### config.mk
export PLATFORM = sky130hd
export DESIGN_NAME = spi_burst_master
export DESIGN_NICKNAME = d
export VERILOG_FILES = /design/src/rtl/spi_burst_master.sv
export SDC_FILE = /design/constraint.sdc
export NUM_CORES = 1
export LEC_CHECK = 0
export CAP_MARGIN = 25
export CORE_UTILIZATION = 59
export CTS_CLUSTER_DIAMETER = 40
export DETAILED_ROUTE_END_ITERATION = 12
export PLACE_DENSITY = 0.84
export SYNTH_ARGS = -nofsm -noshare
export SYNTH_HDL_FRONTEND = slang
export SYNTH_SLANG_ARGS = --single-unit
### constraint.sdc
create_clock -name clk -period 3.4 [get_ports clk]
set_input_delay 0.51 -clock clk [delete_from_list [all_inputs] [get_ports clk]]
set_output_delay 0.51 -clock clk [all_outputs]
set_load 0.05 [all_outputs]
### src/rtl/spi_burst_master.sv
// spi_burst_master: CS-framed SPI burst engine, 1..MAX_LEN words of DATA_W bits.
// Define SPI_LOOPBACK_EN to add the loopback port (sample mosi instead of miso).
module spi_burst_master #(
  parameter int DATA_W   = 8,
  parameter int CLK_DIV  = 4,
  parameter bit CPOL     = 1'b1,
  parameter bit CPHA     = 1'b1,
  parameter int MAX_LEN  = 8,
  parameter int CS_SETUP = 2,
  parameter int CS_HOLD  = 2,
  parameter int CS_IDLE  = 4,
  localparam int LEN_W   = $clog2(MAX_LEN + 1)
) (
  input  logic              clk,
  input  logic              rst_n,
  input  logic              start,
  input  logic [LEN_W-1:0]  len,
  output logic              busy,
  output logic              done,
  input  logic [DATA_W-1:0] tx_data,
  input  logic              tx_valid,
  output logic              tx_ready,
  output logic [DATA_W-1:0] rx_data,
  output logic              rx_valid,
  output logic              sclk,
  output logic              mosi,
  input  logic              miso,
`ifdef SPI_LOOPBACK_EN
  input  logic              loopback,
`endif
  output logic              cs_n
);

  localparam int DIV_W = (CLK_DIV > 1) ? $clog2(CLK_DIV) : 1;
  localparam int EDG_W = $clog2(2 * DATA_W + 1);
  localparam int T_A   = (CS_SETUP > CS_HOLD) ? CS_SETUP : CS_HOLD;
  localparam int T_MAX = (T_A > CS_IDLE) ? T_A : CS_IDLE;
  localparam int TCN_W = $clog2(T_MAX + 1);

  localparam logic [2:0] S_IDLE  = 3'd0;
  localparam logic [2:0] S_SETUP = 3'd1;
  localparam logic [2:0] S_LOAD  = 3'd2;
  localparam logic [2:0] S_SHIFT = 3'd3;
  localparam logic [2:0] S_HOLD  = 3'd4;
  localparam logic [2:0] S_GAP   = 3'd5;

  logic [2:0]        r_state;
  logic              r_cs_n;
  logic              r_sclk;
  logic              r_mosi;
  logic              r_busy;
  logic              r_done;
  logic              r_rx_valid;
  logic [DATA_W-1:0] r_rx_data;
  logic [DATA_W-1:0] r_tx;
  logic [DATA_W-1:0] r_rx;
  logic [LEN_W-1:0]  r_len;
  logic [LEN_W-1:0]  r_wcnt;
  logic [DIV_W-1:0]  r_div;
  logic [EDG_W-1:0]  r_edge;
  logic [TCN_W-1:0]  r_tcnt;

  logic              w_sin;
  logic              w_lead;
  logic              w_smp;
  logic              w_tick;
  logic              w_last;
  logic [LEN_W-1:0]  w_len;
  logic [DATA_W-1:0] w_rx_nxt;

`ifdef SPI_LOOPBACK_EN
  assign w_sin = loopback ? r_mosi : miso;
`else
  assign w_sin = miso;
`endif

  // even edge index = leading edge; sample on leading when CPHA=0
  assign w_lead   = ~r_edge[0];
  assign w_smp    = w_lead ^ CPHA;
  assign w_tick   = (r_div == DIV_W'(CLK_DIV - 1));
  assign w_last   = (r_edge == EDG_W'(2 * DATA_W - 1));
  assign w_rx_nxt = {r_rx[DATA_W-2:0], w_sin};
  assign w_len    = (len > LEN_W'(MAX_LEN)) ? LEN_W'(MAX_LEN) : len;

  always_ff @(posedge clk or negedge rst_n) begin
    if (!rst_n) begin
      r_state    <= S_IDLE;
      r_cs_n     <= 1'b1;
      r_sclk     <= CPOL;
      r_mosi     <= 1'b0;
      r_busy     <= 1'b0;
      r_done     <= 1'b0;
      r_rx_valid <= 1'b0;
      r_rx_data  <= '0;
      r_tx       <= '0;
      r_rx       <= '0;
      r_len      <= '0;
      r_wcnt     <= '0;
      r_div      <= '0;
      r_edge     <= '0;
      r_tcnt     <= '0;
    end else begin
      r_done     <= 1'b0;
      r_rx_valid <= 1'b0;
      unique case (r_state)
        S_IDLE: begin
          if (start && !r_done) begin
            r_busy <= 1'b1;
            r_wcnt <= '0;
            if (len == '0) begin
              r_tcnt  <= TCN_W'(CS_IDLE - 1);
              r_state <= S_GAP;
            end else begin
              r_tcnt  <= '0;
              r_len   <= w_len;
              r_cs_n  <= 1'b0;
              r_state <= S_SETUP;
            end
          end
        end
        S_SETUP: begin
          if (r_tcnt == TCN_W'(CS_SETUP - 1)) begin
            r_tcnt  <= '0;
            r_state <= S_LOAD;
          end else begin
            r_tcnt <= r_tcnt + TCN_W'(1);
          end
        end
        S_LOAD: begin
          if (tx_valid) begin
            r_tx    <= CPHA ? tx_data : (tx_data << 1);
            r_rx    <= '0;
            r_div   <= '0;
            r_edge  <= '0;
            r_state <= S_SHIFT;
            if (!CPHA) r_mosi <= tx_data[DATA_W-1];
          end
        end
        S_SHIFT: begin
          if (w_tick) begin
            r_div  <= '0;
            r_sclk <= ~r_sclk;
            r_edge <= r_edge + EDG_W'(1);
            if (w_smp) begin
              r_rx <= w_rx_nxt;
            end else begin
              r_mosi <= r_tx[DATA_W-1];
              r_tx   <= r_tx << 1;
            end
            if (w_last) begin
              r_rx_valid <= 1'b1;
              r_rx_data  <= w_smp ? w_rx_nxt : r_rx;
              r_tcnt     <= '0;
              if (r_wcnt == r_len - LEN_W'(1)) begin
                r_state <= S_HOLD;
              end else begin
                r_wcnt  <= r_wcnt + LEN_W'(1);
                r_state <= S_LOAD;
              end
            end
          end else begin
            r_div <= r_div + DIV_W'(1);
          end
        end
        S_HOLD: begin
          if (r_tcnt == TCN_W'(CS_HOLD - 1)) begin
            r_cs_n  <= 1'b1;
            r_tcnt  <= '0;
            r_state <= S_GAP;
          end else begin
            r_tcnt <= r_tcnt + TCN_W'(1);
          end
        end
        S_GAP: begin
          if (r_tcnt == TCN_W'(CS_IDLE - 1)) begin
            r_done  <= 1'b1;
            r_busy  <= 1'b0;
            r_state <= S_IDLE;
          end else begin
            r_tcnt <= r_tcnt + TCN_W'(1);
          end
        end
        default: r_state <= S_IDLE;
      endcase
    end
  end

  assign busy     = r_busy;
  assign done     = r_done;
  assign tx_ready = (r_state == S_LOAD);
  assign rx_data  = r_rx_data;
  assign rx_valid = r_rx_valid;
  assign sclk     = r_sclk;
  assign mosi     = r_mosi;
  assign cs_n     = r_cs_n;

endmodule

==> out/results.tsv, run 1 <==
metric	value	unit
worstSkewPairLatency	0.30	ns
cts-root-buf	clkbuf_8	
synth_fp_nets	275	
postRouteAntennaNets	0	
wl_per_cell	14.12	um
post_cts_buffers	0	
first_global_vias	1743	
hold_viol	0	
irDropWorstVdd	0.0004045	V
fp-row-count	23	
tightestPinTransition	0.8216	ns
die-area	4639	um2
yosys_register_bits	51	
htreeDepth	2	
cts_buffer_depth	2	
worst_ep_required_time	2.89	ns
synthCells	250	
synth_top_area_share	47.55	%
setup_violations	0	
place_congestion	0.8392	
grt_pass1_wl	7797	um
gr-usage-all-layers	22.78	%
slew_violations	0	
min_path_type	primary input to asynchronous set/reset pin	
path_clk_slew	0.09	ns
grt.overflow.total	0	
syn_avg_cell_area	10.31	um2
n_antenna_cell	0	
p_leak	1.342	nW
drc	0	
fin_nets	303	
final_layout_size_suffix_gt1_share	8.633	%
synth_enable_flop_cells	0	
start_util	63.10	%
pin_count	32	
ys.flop_type	dfrtp_1	
antenna_found_initial	0	
io_buffers	31	
core	4086	um2
wl	4630	um
synth_area_leader_cell	dfrtp_1	
synth_area	2579	um2
rsz0062_at_grt	no	
design_area	3032	um2
p_per_area	694.7	nW/um2
cts_resized	0	
max_freq	389.1	MHz
endpoint_kind	primary output	
status	complete, no violations	
fp.dieW	68.11	um
cts_tree	done	
worstPathMaxFanout	16	
nFillCells	307	
yosysWarnings	0	
hpwl	3313	um
slew-limit-headroom	45.22	%
setup_tns	0	ns
crit_type	flip-flop to primary output	
dpl_cell_area	2925	um2
chipHeight	68.11	um
area_growth	17.56	%
timing.final.crit_share	75.58	%
arrival	2.06	ns
worstSetupStartpointType	flip-flop	
via_count	1891	
fin_skew	0.007472	ns
synth_cell_types	43	
synthTopCellsByArea	dfrtp_1 (48%), mux2i_1 (6.2%), o21ai_0 (4.5%)	
cts_num_sinks	51	
cts_hold_buf	0	
vias_per_cell	5.765	
cts_made_buffers	5	
drv_cap	0	
drt_iter0_drc	109	
fin_crit	2.570	ns
synthArstFlopShare	100.0	%
yosysSeqAreaShare	49.59	%
grt_max_degree	38	
dr.pass1.iters	4	
routing by layer:
metal	wire (um)	track usage (%)	share of wire, %	vias to the layer above
li1	-	-	-	946
met1	2213	31.05	48	891
met2	2189	36.03	47	47
met3	156	4.000	3.4	7
met4	70	8.854	1.5	0
met5	0	0	0	-
worst max-delay path, cell delays in order (launching register included):
cell and delay (ns):
dfrtp_1 0.55, nand2b_1 0.28, nor2_1 0.11, clkdlybuf4s50_1 0.81
cells in the mapped netlist (all sizes together), types with 7 or more instances:
master / number
dfrtp: 49
o21ai: 25
nand2: 20
mux2i: 16
nor2: 15
a21oi: 13
a22o: 12
clkbuf: 10
inv: 9
ha: 8
nand2b: 8
mux2: 7
placed cells by master (no fill, tap or decap), types with 3 or more instances in the layout:
cell type and instances:
a21o_1 4, a21oi_1 12, a22o_1 12, clkbuf_8 5, clkdlybuf4s50_1 30, dfrtp_1 49
ha_1 8, inv_1 9, mux2_2 7, mux2i_1 16, nand2_1 20, nand2b_1 8
nand3_1 6, nand3b_1 3, nand4_1 3, nor2_1 15, nor2b_1 5, nor3_1 4
o21ai_0 23, xnor2_1 6
metrics by stage:
| step | total power [mW] | setup slack [ns] | util, % | hold WS, ns | cells |
|---|---|---|---|---|---|
| floorplan | 1.505 | 1.342 | - | 0.2144 | 250 |
| global placement | 1.667 | 0.9465 | 71.10 | 0.4619 | 320 |
| detailed placement | 1.706 | 0.8969 | 71.59 | 0.4441 | 321 |
| CTS | 2.117 | 0.8320 | 74.19 | 0.1103 | 328 |
| global route | 2.240 | 0.6613 | 74.19 | 0.1185 | 328 |
| finish | 2.106 | 0.8302 | 74.19 | 0.1105 | 328 |
area by class of cell:
cell class              count  area [um2]  area share [%]
clock buffers               5       68.82           2.270
clock inverters             2       37.54           1.238
well taps                  50       62.56           2.064
multi-input cells         177        1210           39.91
inverters                   9       33.78           1.114
repair buffers             34       340.3           11.23
flip-flops and latches     51        1279           42.18
flip-flops by register name (all words and copies together) (netlist names):
name and count:
r_rx 8, r_tx 8, rx_data 8, r_edge 5, r_len 4, r_wcnt 4, r_state 3, r_tcnt 3
r_div 2, busy 1, cs_n 1, done 1, mosi 1, rx_valid 1, sclk 1
path summary, 6_finish.rpt:
path | start | to | slack [ns] | cells after the start
max in group asynchronous | rst_n | sclk | 2.72 | 2
setup reg to reg | r_edge[0] | r_wcnt[3] | 0.84 | 8
hold / removal | rst_n | r_tx[0] | 0.11 | 1
setup / recovery | r_state[2] | tx_ready | 0.83 | 3
min in group clk | rx_data[5] | rx_data[5] | 0.49 | 2
hold reg to reg | rx_data[5] | rx_data[5] | 0.49 | 2
kinds of logic after synthesis:
logic type               synth area share, %
multiplexers                           9.267
flip-flops                             49.59
AO/OA/AOI/OAI                          15.92
buffers and inverters                  3.494
AND/OR/NAND/NOR                        15.09
XOR/XNOR                               2.378
adder cells (fa/ha/maj)                4.270
where the power goes:
part	leakage [nW]	switching [mW]	total, mW	internal, mW
combinational	0.643	0.429	0.778	0.349
clock	0.0502	0.198	0.413	0.215
sequential	0.648	0.167	0.915	0.749
total	1.34	0.793	2.11	1.31
(Power assumes the default switching activity.)
==> run 2, diff against run 1 <==
--- a/config.mk
+++ b/config.mk
@@ -6,10 +6,10 @@
 export NUM_CORES = 1
 export LEC_CHECK = 0
 export CAP_MARGIN = 25
-export CORE_UTILIZATION = 59
+export CORE_UTILIZATION = 50
 export CTS_CLUSTER_DIAMETER = 40
 export DETAILED_ROUTE_END_ITERATION = 12
-export PLACE_DENSITY = 0.84
+export PLACE_DENSITY = 0.76
 export SYNTH_ARGS = -nofsm -noshare
 export SYNTH_HDL_FRONTEND = slang
 export SYNTH_SLANG_ARGS = --single-unit
==> constraint.sdc (replaced) <==
create_clock -name clk -period 2.2 [get_ports clk]
set_input_delay 0.33 -clock clk [delete_from_list [all_inputs] [get_ports clk]]
set_output_delay 0.33 -clock clk [all_outputs]
set_load 0.05 [all_outputs]
==> run 2 against run 1 <==
Effect of this change: sequential power rose by 45%; cell count rose by 9.1%; critical path depth rose by 4; power rose by 56%; worst hold slack got worse by 0.11 ns; global-route usage fell by 2.9 points; die area rose by 17%; clock-buffer cell count rose by 1; register-to-register slack got worse by 0.69 ns; routed wire length rose by 4.1%; sequential share of layout area fell by 1.4 points.
==> out/results.tsv, run 2 (synthesized netlist as in run 1, its figures left out) <==
metric	value	unit
pin_count	32	
drv_cap	0	
min_path_type	primary input to asynchronous set/reset pin	
dr.pass1.iters	4	
drc	0	
clockPowerShare	17.7	%
fin_skew	0.005933	ns
drt_iter0_drc	103	
htreeDepth	2	
via_count	1954	
worstSkewPairLatency	0.31	ns
fin_crit	2.045	ns
slowest_stage	dfrtp_1	
slew_violations	0	
worstPathMaxFanout	4	
grt_max_degree	28	
cts_made_buffers	5	
seq_power_share	40.4	%
slew-limit-headroom	60.64	%
fp.dieW	73.82	um
swShare	38.48	%
grt.overflow.total	0	
tightestPinTransition	0.5865	ns
crit_top_cell	ha_1	
fin_nets	315	
cts_num_sinks	51	
area_growth	21.74	%
first_global_vias	1825	
worstSetupStartpointType	flip-flop	
p_per_area	1047	nW/um2
final_cell_mix	dfrtp_1 (49), clkdlybuf4s50_1 (29), o21ai_0 (23)	
rsz0062_at_grt	no	
p_switching	1.265	mW
timing.final.crit_share	92.97	%
max_freq	488.9	MHz
post_cts_buffers	0	
die-area	5449	um2
crit_type	flip-flop to flip-flop	
final_common_cell	dfrtp_1	
worst_ep_required_time	2.41	ns
cts_hold_buf	0	
status	complete, no violations	
hold_viol	0	
io_buffers	31	
hpwl	3455	um
vias_per_cell	5.458	
cts-root-buf	clkbuf_8	
cp_slowest_stage_delay	0.42	ns
setup_violations	0	
gr-usage-all-layers	19.90	%
cts_resized	0	
irDropWorstVdd	0.0004930	V
p_leak	1.400	nW
wl	4820	um
chipHeight	73.82	um
p_comb_share	41.9	%
cts_buffer_depth	2	
setup_tns	0	ns
final_layout_size_suffix_gt1_share	13.40	%
wl_per_cell	13.46	um
fp-row-count	25	
worst-path-buf-inv	0	
worstPathCellList	ha_1 > and3_1 > ha_1 > a2bb2oi_1 > nor2_1 > a221oi_2 > mux2_2	
cpLargestDelayFamily	compound AO/OA/AOI/OAI gates	
grt_pass1_wl	8238	um
p_int	2.022	mW
place_congestion	0.8125	
start_util	53.19	%
core	4848	um2
antenna_found_initial	0	
endpoint_kind	flip-flop	
path_clk_slew	0.10	ns
whs	0.001747	ns
cts_tree	done	
postRouteAntennaNets	0	
arrival	2.25	ns
n_antenna_cell	0	
## run 2: through the flow
step | power (mW) | area [um2] | worst slack, ns | util (%) | instances
global placement | 2.667 | 3034 | 0.05627 | 62.58 | 350
finish | 3.288 | 3139 | 0.1547 | 64.75 | 358
global route | 3.510 | 3139 | 0.01141 | 64.75 | 358
detailed placement | 2.708 | 3034 | 0.02558 | 62.58 | 350
CTS | 3.307 | 3133 | 0.09014 | 64.62 | 358
floorplan | 2.326 | 2579 | 0.2014 | - | 250
## run 2: layout make-up
cell class	instances	area, um2
multi-input combinational	177	1216
clock inverter	2	16.27
fill	426	1709
sequential	51	1279
tap	67	83.83
inverter	9	33.78
timing repair buffer	46	427.9
clock buffer	6	82.58
## run 2: worst paths after layout
check / from / end / slack [ns] / cells past startpoint
max: r_edge[1] / r_state[0] / 0.15 / 7
min: rst_n / r_edge[2] / 0.002 / 1
max reg2reg: r_edge[1] / r_state[0] / 0.15 / 7
min reg2reg: rx_data[3] / rx_data[3] / 0.48 / 2
max in group asynchronous: rst_n / sclk / 1.59 / 2
min in group clk: rx_data[3] / rx_data[3] / 0.48 / 2
## run 2: metal layers
layer / global-route usage, % / part of all wire (%) / wire length, um / vias to the layer above
met5: 0 / 0 / 0 / -
met4: 7.051 / 1.6 / 78 / 0
met3: 4.664 / 4.0 / 193 / 8
met2: 30.48 / 45 / 2182 / 39
met1: 27.58 / 49 / 2365 / 939
li1: - / - / - / 968
## run 2: power by group through the flow
stage | clock, mW | combinational (mW) | sequential [mW]
floorplan | 0 | 0.935 | 1.39
global placement | 0 | 1.33 | 1.34
detailed placement | 0 | 1.36 | 1.34
CTS | 0.604 | 1.37 | 1.33
global route | 0.634 | 1.52 | 1.36
finish | 0.583 | 1.38 | 1.33
## run 2: worst reg2reg max path: stages, from the launching register on
cell and delay, ns:
dfrtp_1 0.42, ha_1 0.18, and3_1 0.16, ha_1 0.24
a2bb2oi_1 0.23, nor2_1 0.08, a221oi_2 0.26, mux2_2 0.37
==> run 3, diff against run 2 <==
--- a/config.mk
+++ b/config.mk
@@ -7,7 +7,6 @@
 export LEC_CHECK = 0
 export CAP_MARGIN = 25
 export CORE_UTILIZATION = 50
-export CTS_CLUSTER_DIAMETER = 40
 export DETAILED_ROUTE_END_ITERATION = 12
 export PLACE_DENSITY = 0.76
 export SYNTH_ARGS = -nofsm -noshare
==> results of run 3 <==
Final layout, timing and power as in run 2 (identical DEF).
